`config.mk`:
```
export PLATFORM = sky130hd
export DESIGN_NAME = hax_call_dispatcher_flat
export DESIGN_NICKNAME = d
export VERILOG_FILES = /design/src/rtl/hax_call_dispatcher_pkg.sv /design/src/rtl/hax_call_dispatcher_if.sv /design/src/rtl/hax_call_dispatcher_picker.sv /design/src/rtl/hax_call_dispatcher.sv /design/src/flat_wrapper.sv
export SDC_FILE = /design/constraint.sdc
export NUM_CORES = 1
export LEC_CHECK = 0
export BUFFER_PORTS_ARGS = -buffer_cell sky130_fd_sc_hd__buf_2
export CORE_MARGIN = 2
export CORE_UTILIZATION = 50
export CTS_CLUSTER_SIZE = 20
export DETAILED_ROUTE_END_ITERATION = 10
export PLACE_DENSITY = 0.68
export REMOVE_ABC_BUFFERS = 1
export SYNTH_ARGS = -nofsm -noshare
export SYNTH_HDL_FRONTEND = slang
export SYNTH_HIERARCHICAL = 1
export SYNTH_SLANG_ARGS = --single-unit
```
`constraint.sdc`:
```
create_clock -name clk -period 4.1 [get_ports clk]
set_input_delay 0.41 -clock clk [delete_from_list [all_inputs] [get_ports clk]]
set_output_delay 0.41 -clock clk [all_outputs]
set_load 0.01 [all_outputs]
```
`src/rtl/hax_call_dispatcher_pkg.sv`:
```
// Shared types for the elevator call dispatcher.
//   floor_t          : floor number, one bit wider than 8 floors need so that
//                      out-of-range floor numbers can be expressed and rejected
//   direction_t      : IDLE / UP / DOWN
//   door_t           : car door state
//   dispatch_state_t : dispatcher FSM states
package hax_call_dispatcher_pkg;

  typedef logic [3:0] floor_t;

  typedef enum logic [1:0] {
    DIR_IDLE = 2'd0,
    DIR_UP   = 2'd1,
    DIR_DOWN = 2'd2
  } direction_t;

  typedef enum logic [1:0] {
    DOOR_CLOSED  = 2'd0,
    DOOR_OPENING = 2'd1,
    DOOR_OPEN    = 2'd2,
    DOOR_CLOSING = 2'd3
  } door_t;

  typedef enum logic [1:0] {
    D_IDLE   = 2'd0,
    D_ACK    = 2'd1,
    D_TRAVEL = 2'd2,
    D_DWELL  = 2'd3
  } dispatch_state_t;

  localparam int NUM_FLOORS_DEFAULT = 8;

  // Travel direction of a request: UP only when strictly above the car.
  function automatic direction_t dir_toward(floor_t to, floor_t from);
    return (to > from) ? DIR_UP : DIR_DOWN;
  endfunction

endpackage

```
`src/rtl/hax_call_dispatcher_if.sv`:
```
// Button-event / car-request bundle of the call dispatcher.
//   call_valid/call_floor/call_dir         : button events
//   current_floor/door_state/elev_direction: car status
//   target/direction/pressed               : request to the car
//   pending/busy                           : dispatcher status
// slave = dispatcher side, master = button panel + car side.
interface hax_call_dispatcher_if
  import hax_call_dispatcher_pkg::*;
#(
  parameter int NUM_FLOORS = NUM_FLOORS_DEFAULT
);
  logic                  call_valid;
  floor_t                call_floor;
  direction_t            call_dir;
  floor_t                current_floor;
  door_t                 door_state;
  direction_t            elevator_direction;
  floor_t                target;
  direction_t            direction;
  logic                  pressed;
  logic [NUM_FLOORS-1:0] pending;
  logic                  busy;

  modport master (
    output call_valid, call_floor, call_dir,
    output current_floor, door_state, elevator_direction,
    input  target, direction, pressed, pending, busy
  );

  modport slave (
    input  call_valid, call_floor, call_dir,
    input  current_floor, door_state, elevator_direction,
    output target, direction, pressed, pending, busy
  );
endinterface

```
`src/rtl/hax_call_dispatcher_picker.sv`:
```
// Combinational collective-sweep floor selector.
//   pending       : OR of all call bitmaps
//   current_floor : car position
//   sweep_dir     : current sweep direction (UP/DOWN)
//   pick_valid    : a pending floor exists away from current_floor
//   pick_floor    : nearest pending floor beyond the car in sweep_dir, or,
//                   if none, nearest in the opposite direction
//   pick_dir      : UP if pick_floor is above the car, else DOWN
//   next_sweep    : sweep_dir, flipped when the pick had to reverse
module hax_call_picker
  import hax_call_dispatcher_pkg::*;
#(
  parameter int NUM_FLOORS = NUM_FLOORS_DEFAULT
) (
  input  logic [NUM_FLOORS-1:0] pending,
  input  floor_t                current_floor,
  input  direction_t            sweep_dir,
  output logic                  pick_valid,
  output floor_t                pick_floor,
  output direction_t            pick_dir,
  output direction_t            next_sweep
);

  logic   up_found, dn_found;
  floor_t up_floor, dn_floor;

  always_comb begin
    up_found = 1'b0;
    up_floor = '0;
    dn_found = 1'b0;
    dn_floor = '0;
    // Scan downward so the last hit above the car is the closest one.
    for (int i = NUM_FLOORS - 1; i >= 0; i--) begin
      if (pending[i] && (i > int'(current_floor))) begin
        up_found = 1'b1;
        up_floor = floor_t'(i);
      end
    end
    // Scan upward so the last hit below the car is the closest one.
    for (int i = 0; i < NUM_FLOORS; i++) begin
      if (pending[i] && (i < int'(current_floor))) begin
        dn_found = 1'b1;
        dn_floor = floor_t'(i);
      end
    end
  end

  always_comb begin
    pick_valid = 1'b1;
    pick_floor = '0;
    next_sweep = sweep_dir;
    if (sweep_dir == DIR_DOWN) begin
      if (dn_found)      pick_floor = dn_floor;
      else if (up_found) begin
        pick_floor = up_floor;
        next_sweep = DIR_UP;
      end else           pick_valid = 1'b0;
    end else begin
      if (up_found)      pick_floor = up_floor;
      else if (dn_found) begin
        pick_floor = dn_floor;
        next_sweep = DIR_DOWN;
      end else           pick_valid = 1'b0;
    end
    pick_dir = dir_toward(pick_floor, current_floor);
  end

endmodule

```
`src/rtl/hax_call_dispatcher.sv`:
```
// Elevator request-side controller.
//   clk, rst_n : clock, asynchronous active-low reset
//   bus        : hax_call_dispatcher_if.slave (button events, car status in;
//                target/direction/pressed request, pending, busy out)
// Holds the hall-up / hall-down / car-call bitmaps, issues one target at a
// time to the car, waits for the car to acknowledge (re-issuing after
// ACK_LIMIT cycles of silence), clears served calls on arrival and holds a
// door dwell of DWELL_CYCLES+1 cycles before the next issue.
module hax_call_dispatcher
  import hax_call_dispatcher_pkg::*;
#(
  parameter int          NUM_FLOORS   = NUM_FLOORS_DEFAULT,
  parameter logic [25:0] DWELL_CYCLES = 26'd50000000,
  parameter int          ACK_LIMIT    = 4
) (
  input logic                 clk,
  input logic                 rst_n,
  hax_call_dispatcher_if.slave bus
);

  localparam logic [7:0] ACK_LAST = 8'(ACK_LIMIT - 1);

  dispatch_state_t       state_q, state_d;
  logic [NUM_FLOORS-1:0] hall_up_q, hall_dn_q, car_q;
  logic [NUM_FLOORS-1:0] pend, call_hot, cf_hot, tgt_hot;
  logic [NUM_FLOORS-1:0] set_up, set_dn, set_car, clr_vec;
  floor_t                target_q, target_d;
  direction_t            dir_q, dir_d, sweep_q, sweep_d;
  logic                  pressed_q, pressed_d;
  logic [7:0]            ack_q, ack_d;
  logic [25:0]           dwell_q, dwell_d;
  logic                  do_issue, door_open, call_here;

  logic       pick_valid;
  floor_t     pick_floor;
  direction_t pick_dir, next_sweep;

  assign pend = hall_up_q | hall_dn_q | car_q;

  hax_call_picker #(.NUM_FLOORS(NUM_FLOORS)) u_picker (
    .pending      (pend),
    .current_floor(bus.current_floor),
    .sweep_dir    (sweep_q),
    .pick_valid   (pick_valid),
    .pick_floor   (pick_floor),
    .pick_dir     (pick_dir),
    .next_sweep   (next_sweep)
  );

  // One-hot decodes; out-of-range floors decode to all zeros, so calls there
  // fall away without a separate range check.
  always_comb begin
    call_hot = '0;
    cf_hot   = '0;
    tgt_hot  = '0;
    for (int i = 0; i < NUM_FLOORS; i++) begin
      call_hot[i] = bus.call_valid && (int'(bus.call_floor) == i);
      cf_hot[i]   = (int'(bus.current_floor) == i);
      tgt_hot[i]  = (int'(target_q) == i);
    end
  end

  assign set_up    = (bus.call_dir == DIR_UP)   ? call_hot : '0;
  assign set_dn    = (bus.call_dir == DIR_DOWN) ? call_hot : '0;
  assign set_car   = (bus.call_dir == DIR_IDLE) ? call_hot : '0;
  assign door_open = (bus.door_state == DOOR_OPEN);
  assign call_here = |(call_hot & cf_hot);

  always_comb begin
    state_d   = state_q;
    pressed_d = 1'b0;
    target_d  = target_q;
    dir_d     = dir_q;
    sweep_d   = sweep_q;
    ack_d     = ack_q;
    dwell_d   = dwell_q;
    clr_vec   = '0;
    do_issue  = 1'b0;
    unique case (state_q)
      D_IDLE: begin
        // A call at the car's own floor is only served once the door is open;
        // with the door shut it waits while other floors are still issued.
        if (|(pend & cf_hot) && door_open) begin
          clr_vec = cf_hot;
          dwell_d = '0;
          state_d = D_DWELL;
        end else if (pick_valid) begin
          do_issue = 1'b1;
        end
      end
      D_ACK: begin
        if (bus.elevator_direction == dir_q) begin
          state_d = D_TRAVEL;
        end else if (ack_q == ACK_LAST) begin
          if (pick_valid) do_issue = 1'b1;
          else            state_d  = D_IDLE;
        end else begin
          ack_d = ack_q + 8'd1;
        end
      end
      D_TRAVEL: begin
        if ((bus.current_floor == target_q) && door_open) begin
          clr_vec = tgt_hot;
          dwell_d = '0;
          state_d = D_DWELL;
        end
      end
      D_DWELL: begin
        if (call_here) begin
          // Serve the late call in place and keep the door open longer.
          clr_vec = cf_hot;
          dwell_d = '0;
        end else if (dwell_q == DWELL_CYCLES) begin
          if (pick_valid) do_issue = 1'b1;
          else            state_d  = D_IDLE;
        end else begin
          dwell_d = dwell_q + 26'd1;
        end
      end
      default: state_d = D_IDLE;
    endcase

    if (do_issue) begin
      target_d  = pick_floor;
      dir_d     = pick_dir;
      sweep_d   = next_sweep;
      pressed_d = 1'b1;
      ack_d     = '0;
      state_d   = D_ACK;
    end
  end

  always_ff @(posedge clk or negedge rst_n) begin
    if (!rst_n) begin
      state_q   <= D_IDLE;
      hall_up_q <= '0;
      hall_dn_q <= '0;
      car_q     <= '0;
      target_q  <= '0;
      dir_q     <= DIR_IDLE;
      sweep_q   <= DIR_UP;
      pressed_q <= 1'b0;
      ack_q     <= '0;
      dwell_q   <= '0;
    end else begin
      state_q   <= state_d;
      // Clear wins over a same-cycle set at the same floor.
      hall_up_q <= (hall_up_q | set_up)  & ~clr_vec;
      hall_dn_q <= (hall_dn_q | set_dn)  & ~clr_vec;
      car_q     <= (car_q     | set_car) & ~clr_vec;
      target_q  <= target_d;
      dir_q     <= dir_d;
      sweep_q   <= sweep_d;
      pressed_q <= pressed_d;
      ack_q     <= ack_d;
      dwell_q   <= dwell_d;
    end
  end

  assign bus.target    = target_q;
  assign bus.direction = dir_q;
  assign bus.pressed   = pressed_q;
  assign bus.pending   = pend;
  assign bus.busy      = (state_q != D_IDLE);

endmodule

```
`src/flat_wrapper.sv`:
```
// flat-port wrapper written by rule: the top's interface ports become plain ports
module hax_call_dispatcher_flat import hax_call_dispatcher_pkg::*;
#(
  parameter int          NUM_FLOORS   = NUM_FLOORS_DEFAULT,
  parameter logic [25:0] DWELL_CYCLES = 26'd50000000,
  parameter int          ACK_LIMIT    = 4
)
  (clk, rst_n, bus_call_valid, bus_call_floor, bus_call_dir, bus_current_floor, bus_door_state, bus_elevator_direction, bus_target, bus_direction, bus_pressed, bus_pending, bus_busy);
  hax_call_dispatcher_if #(.NUM_FLOORS(NUM_FLOORS)) bus_i ();
  input logic clk;
  input logic rst_n;
  input wire logic [$bits(bus_i.call_valid)-1:0] bus_call_valid;
  input wire logic [$bits(bus_i.call_floor)-1:0] bus_call_floor;
  input wire logic [$bits(bus_i.call_dir)-1:0] bus_call_dir;
  input wire logic [$bits(bus_i.current_floor)-1:0] bus_current_floor;
  input wire logic [$bits(bus_i.door_state)-1:0] bus_door_state;
  input wire logic [$bits(bus_i.elevator_direction)-1:0] bus_elevator_direction;
  output wire logic [$bits(bus_i.target)-1:0] bus_target;
  output wire logic [$bits(bus_i.direction)-1:0] bus_direction;
  output wire logic [$bits(bus_i.pressed)-1:0] bus_pressed;
  output wire logic [$bits(bus_i.pending)-1:0] bus_pending;
  output wire logic [$bits(bus_i.busy)-1:0] bus_busy;
  assign bus_i.call_valid = bus_call_valid;
  assign bus_i.call_floor = bus_call_floor;
  assign bus_i.call_dir = bus_call_dir;
  assign bus_i.current_floor = bus_current_floor;
  assign bus_i.door_state = bus_door_state;
  assign bus_i.elevator_direction = bus_elevator_direction;
  assign bus_target = bus_i.target;
  assign bus_direction = bus_i.direction;
  assign bus_pressed = bus_i.pressed;
  assign bus_pending = bus_i.pending;
  assign bus_busy = bus_i.busy;
  hax_call_dispatcher #(.NUM_FLOORS(NUM_FLOORS), .DWELL_CYCLES(DWELL_CYCLES), .ACK_LIMIT(ACK_LIMIT)) u_core (.clk(clk), .rst_n(rst_n), .bus(bus_i));
endmodule
```
==> impl_metrics.toml <==
[sta]
timing.final.ws_setup_ps = 902
hold_viol = 0
hold_ws_ps = 245
finClkSkew_ps = 13.3
slew_viol_final = 0
rsz0062_at_grt = "false"
slew_headroom_pct = 32.4
finalSetupViolCount = 0
fmax_mhz = 313
period_share_pct = 78.0
worst_pin_slew_ps = 1010
tns_ps = 0
layout_min_cycle_time_ps = 3200

[placement]
portBuffers = 32
post-place-ws_ps = 929
dp_hpwl_um = 7660
gp_congestion = 0.913

[synth]
synth.distinct_cells = 69
avgSynthCellArea_sq_um = 8.56
synthSimpleGateAreaFrac_pct = 28.5
synth_edf_count = 0
ys_seq_elements = 69
seq_area_frac_synth_pct = 39.4
yosys_warnings = 6
syn_area_sq_um = 4380
synthAdderAreaFrac_pct = 1.71
synth-xor-area-share_pct = 5.99
synth-main-ff-cell = "dfrtp_1"
synthMuxAreaShare_pct = 2.31
synthArstFlopShare_pct = 100
synth_compound_area_share_pct = 17.6
synth_top_family_by_area = "simple AND/OR/NAND/NOR gates"
synthCells = 512

[floorplanning]
coreArea_sq_um = 8590
ios = 33
die_x_um = 97.6
rows = 34
dieArea_sq_um = 9530
fp.dieH_um = 97.6
initial_core_util_pct = 51.0

[clock_network]
cts_resized = 0
path_clk_slew_ps = 80
cts_buffer_depth = 2
cts_root_buf = "clkbuf_8"
insertion_delay_ps = 340
cts.sinks = 69
tritoncts = "yes"
postCtsSetupRepairBufs = 0
htree_levels = 3
numCtsBuffers = 9
postCtsHoldBufs = 0

[critical_path]
critPathLaunchType = "flip-flop"
endpoint_kind = "flip-flop"
r2r_cells = 12
crit_fanout = 8
required_ps = 4330
criticalPathCategory = "reg2reg"
rrSetupSlack_ps = 900
arrival_ps = 3430
reg2reg_to = "u_core/bus.direction[0]"
rr_startpoint = "u_core/hall_up_q[4]"

[pwr]
power_density_nw_per_um2 = 430
leakage_nw = 2.07
ir_worst_vdd_uv = 183

[drt]
drcViolationCount = 0
routedWlPerCell_um = 16.6
wirelength_um = 10700
first_iter_violations = 209
dr.pass1.iters = 5
dr_wl_met2_um = 4810
postRouteAntennaNets = 0
viasPerCell = 6.10
route.met3.wl_um = 598
drt-met1-wl_um = 5100
num_vias = 3934
top_layer = "met4"

[global_routing]
track_usage_pct = 23.3
grt_pass1_wl_um = 18100
grt_pass1_vias = 3703
antenna_found_initial = 0
grt_max_degree = 44
overflow = 0

[min_path]
hp-class = "in2async"

[layout]
layout_commonest_cell = "nor2_1"
final_cell_mix = "nor2_1, dfrtp_1, a21oi_1, buf_2, nand2_1"
drive_gt1_share_pct = 14.2
area_delta_synth_final_pct = 9.70
nets = 555
diodes = 0

[status]
outcome = "completed"

[run]
max-cap-violations = 0
## per-stage QoR
stage               power, W  std cells  utilization [%]  area (sq um)
CTS                  0.00208        645             56.0          4810
global placement     0.00137        629             53.1          4560
finish               0.00207        645             56.0          4810
global route         0.00220        645             56.0          4810
detailed placement   0.00139        629             53.1          4560
floorplan            0.00122        487                -          4250
## kinds of logic (layout without fill, tap and decap cells)
| group | after synthesis | count (layout) |
|---|---|---|
| DFF | 69 | 69 |
| xor gates and xnor gates | 30 | 30 |
| adders and majority gates | 6 | 6 |
| and+or+nand+nor | 238 | 238 |
| muxes | 9 | 9 |
| AOI/OAI and AO/OA | 117 | 117 |
| other | 1 | 1 |
| buffers and inverters | 42 | 67 |
## metal layers
| layer | vias up | GRT usage [%] |
|---|---|---|
| li1 | 1900 | - |
| met1 | 1888 | 34.0 |
| met2 | 124 | 35.5 |
| met3 | 22 | 3.53 |
| met4 | 0 | 7.80 |
| met5 | - | 0 |
## Yosys cell counts (5+ instances only)
library cell  number  area (sq um)
a21oi_1           42           210
a22o_1             5          43.8
and3_1             8          50.1
buf_2              5          25.0
clkbuf_1          12          45.0
dfrtp_1           68          1700
ha_1               6          75.1
inv_1             17          63.8
mux2_2             9           101
nand2_1           28           105
nand2b_1          12          75.1
nand3_1           19          95.1
nand4_1           17           106
nor2_1            75           282
nor2b_1            7          43.8
nor3_1            21           105
nor4_1            13          81.3
o21ai_0           21           105
o31ai_1            9          67.6
or2_2              5          31.3
or3_1             11          68.8
xnor2_1           23           201
xor2_1             7          61.3
## final cells by class
cell class / instances / area, sq um
fill: 799 / 3780
multi-input combinational: 401 / 2460
sequential: 69 / 1730
timing repair buffer: 34 / 175
tap: 108 / 135
clock buffer: 9 / 124
clock inverter: 7 / 121
inverter: 17 / 63.8
## worst max-delay path by stage
stage	startpoint	endpoint	slack, ps
finish	u_core/hall_up_q[4]	u_core/bus.direction[0]	900
global route	u_core/hall_dn_q[7]	u_core/bus.direction[0]	670
CTS	u_core/hall_up_q[4]	u_core/bus.direction[0]	920
detailed placement	u_core/hall_up_q[4]	u_core/bus.direction[0]	930
global placement	u_core/hall_up_q[4]	u_core/bus.direction[0]	1020
floorplan	u_core/hall_up_q[4]	u_core/bus.direction[0]	1140
## where the power goes
group          total, W  leakage (nW)  switching [W]  internal [W]
clock network  0.000690         0.124       0.000281      0.000408
registers      0.000875         0.882      0.0000952      0.000780
logic          0.000505          1.06       0.000305      0.000200
total           0.00207          2.07       0.000681       0.00139
## flip-flops by register name, indices dropped and copies added (netlist names)
signal and flops:
u_core/bus.target 4, u_core/bus.pressed 1, u_core/state_q 2, u_core/bus.direction 2
u_core/hall_up_q 8, u_core/dwell_q 26, u_core/ack_q 8, u_core/car_q 8
u_core/sweep_q 2, u_core/hall_dn_q 8
## critical path, stage by stage, from the launching register on
cell and delay [ps]:
dfrtp_1 400, or3_1 490, a211oi_2 290, o22ai_2 140
nor3_4 360, o221ai_1 160, a32oi_1 220, ha_1 280
nor2b_1 130, o21ai_0 140, inv_1 60, o21a_1 170
mux2_2 260
No activity file was read; power rests on OpenSTA's default activity.
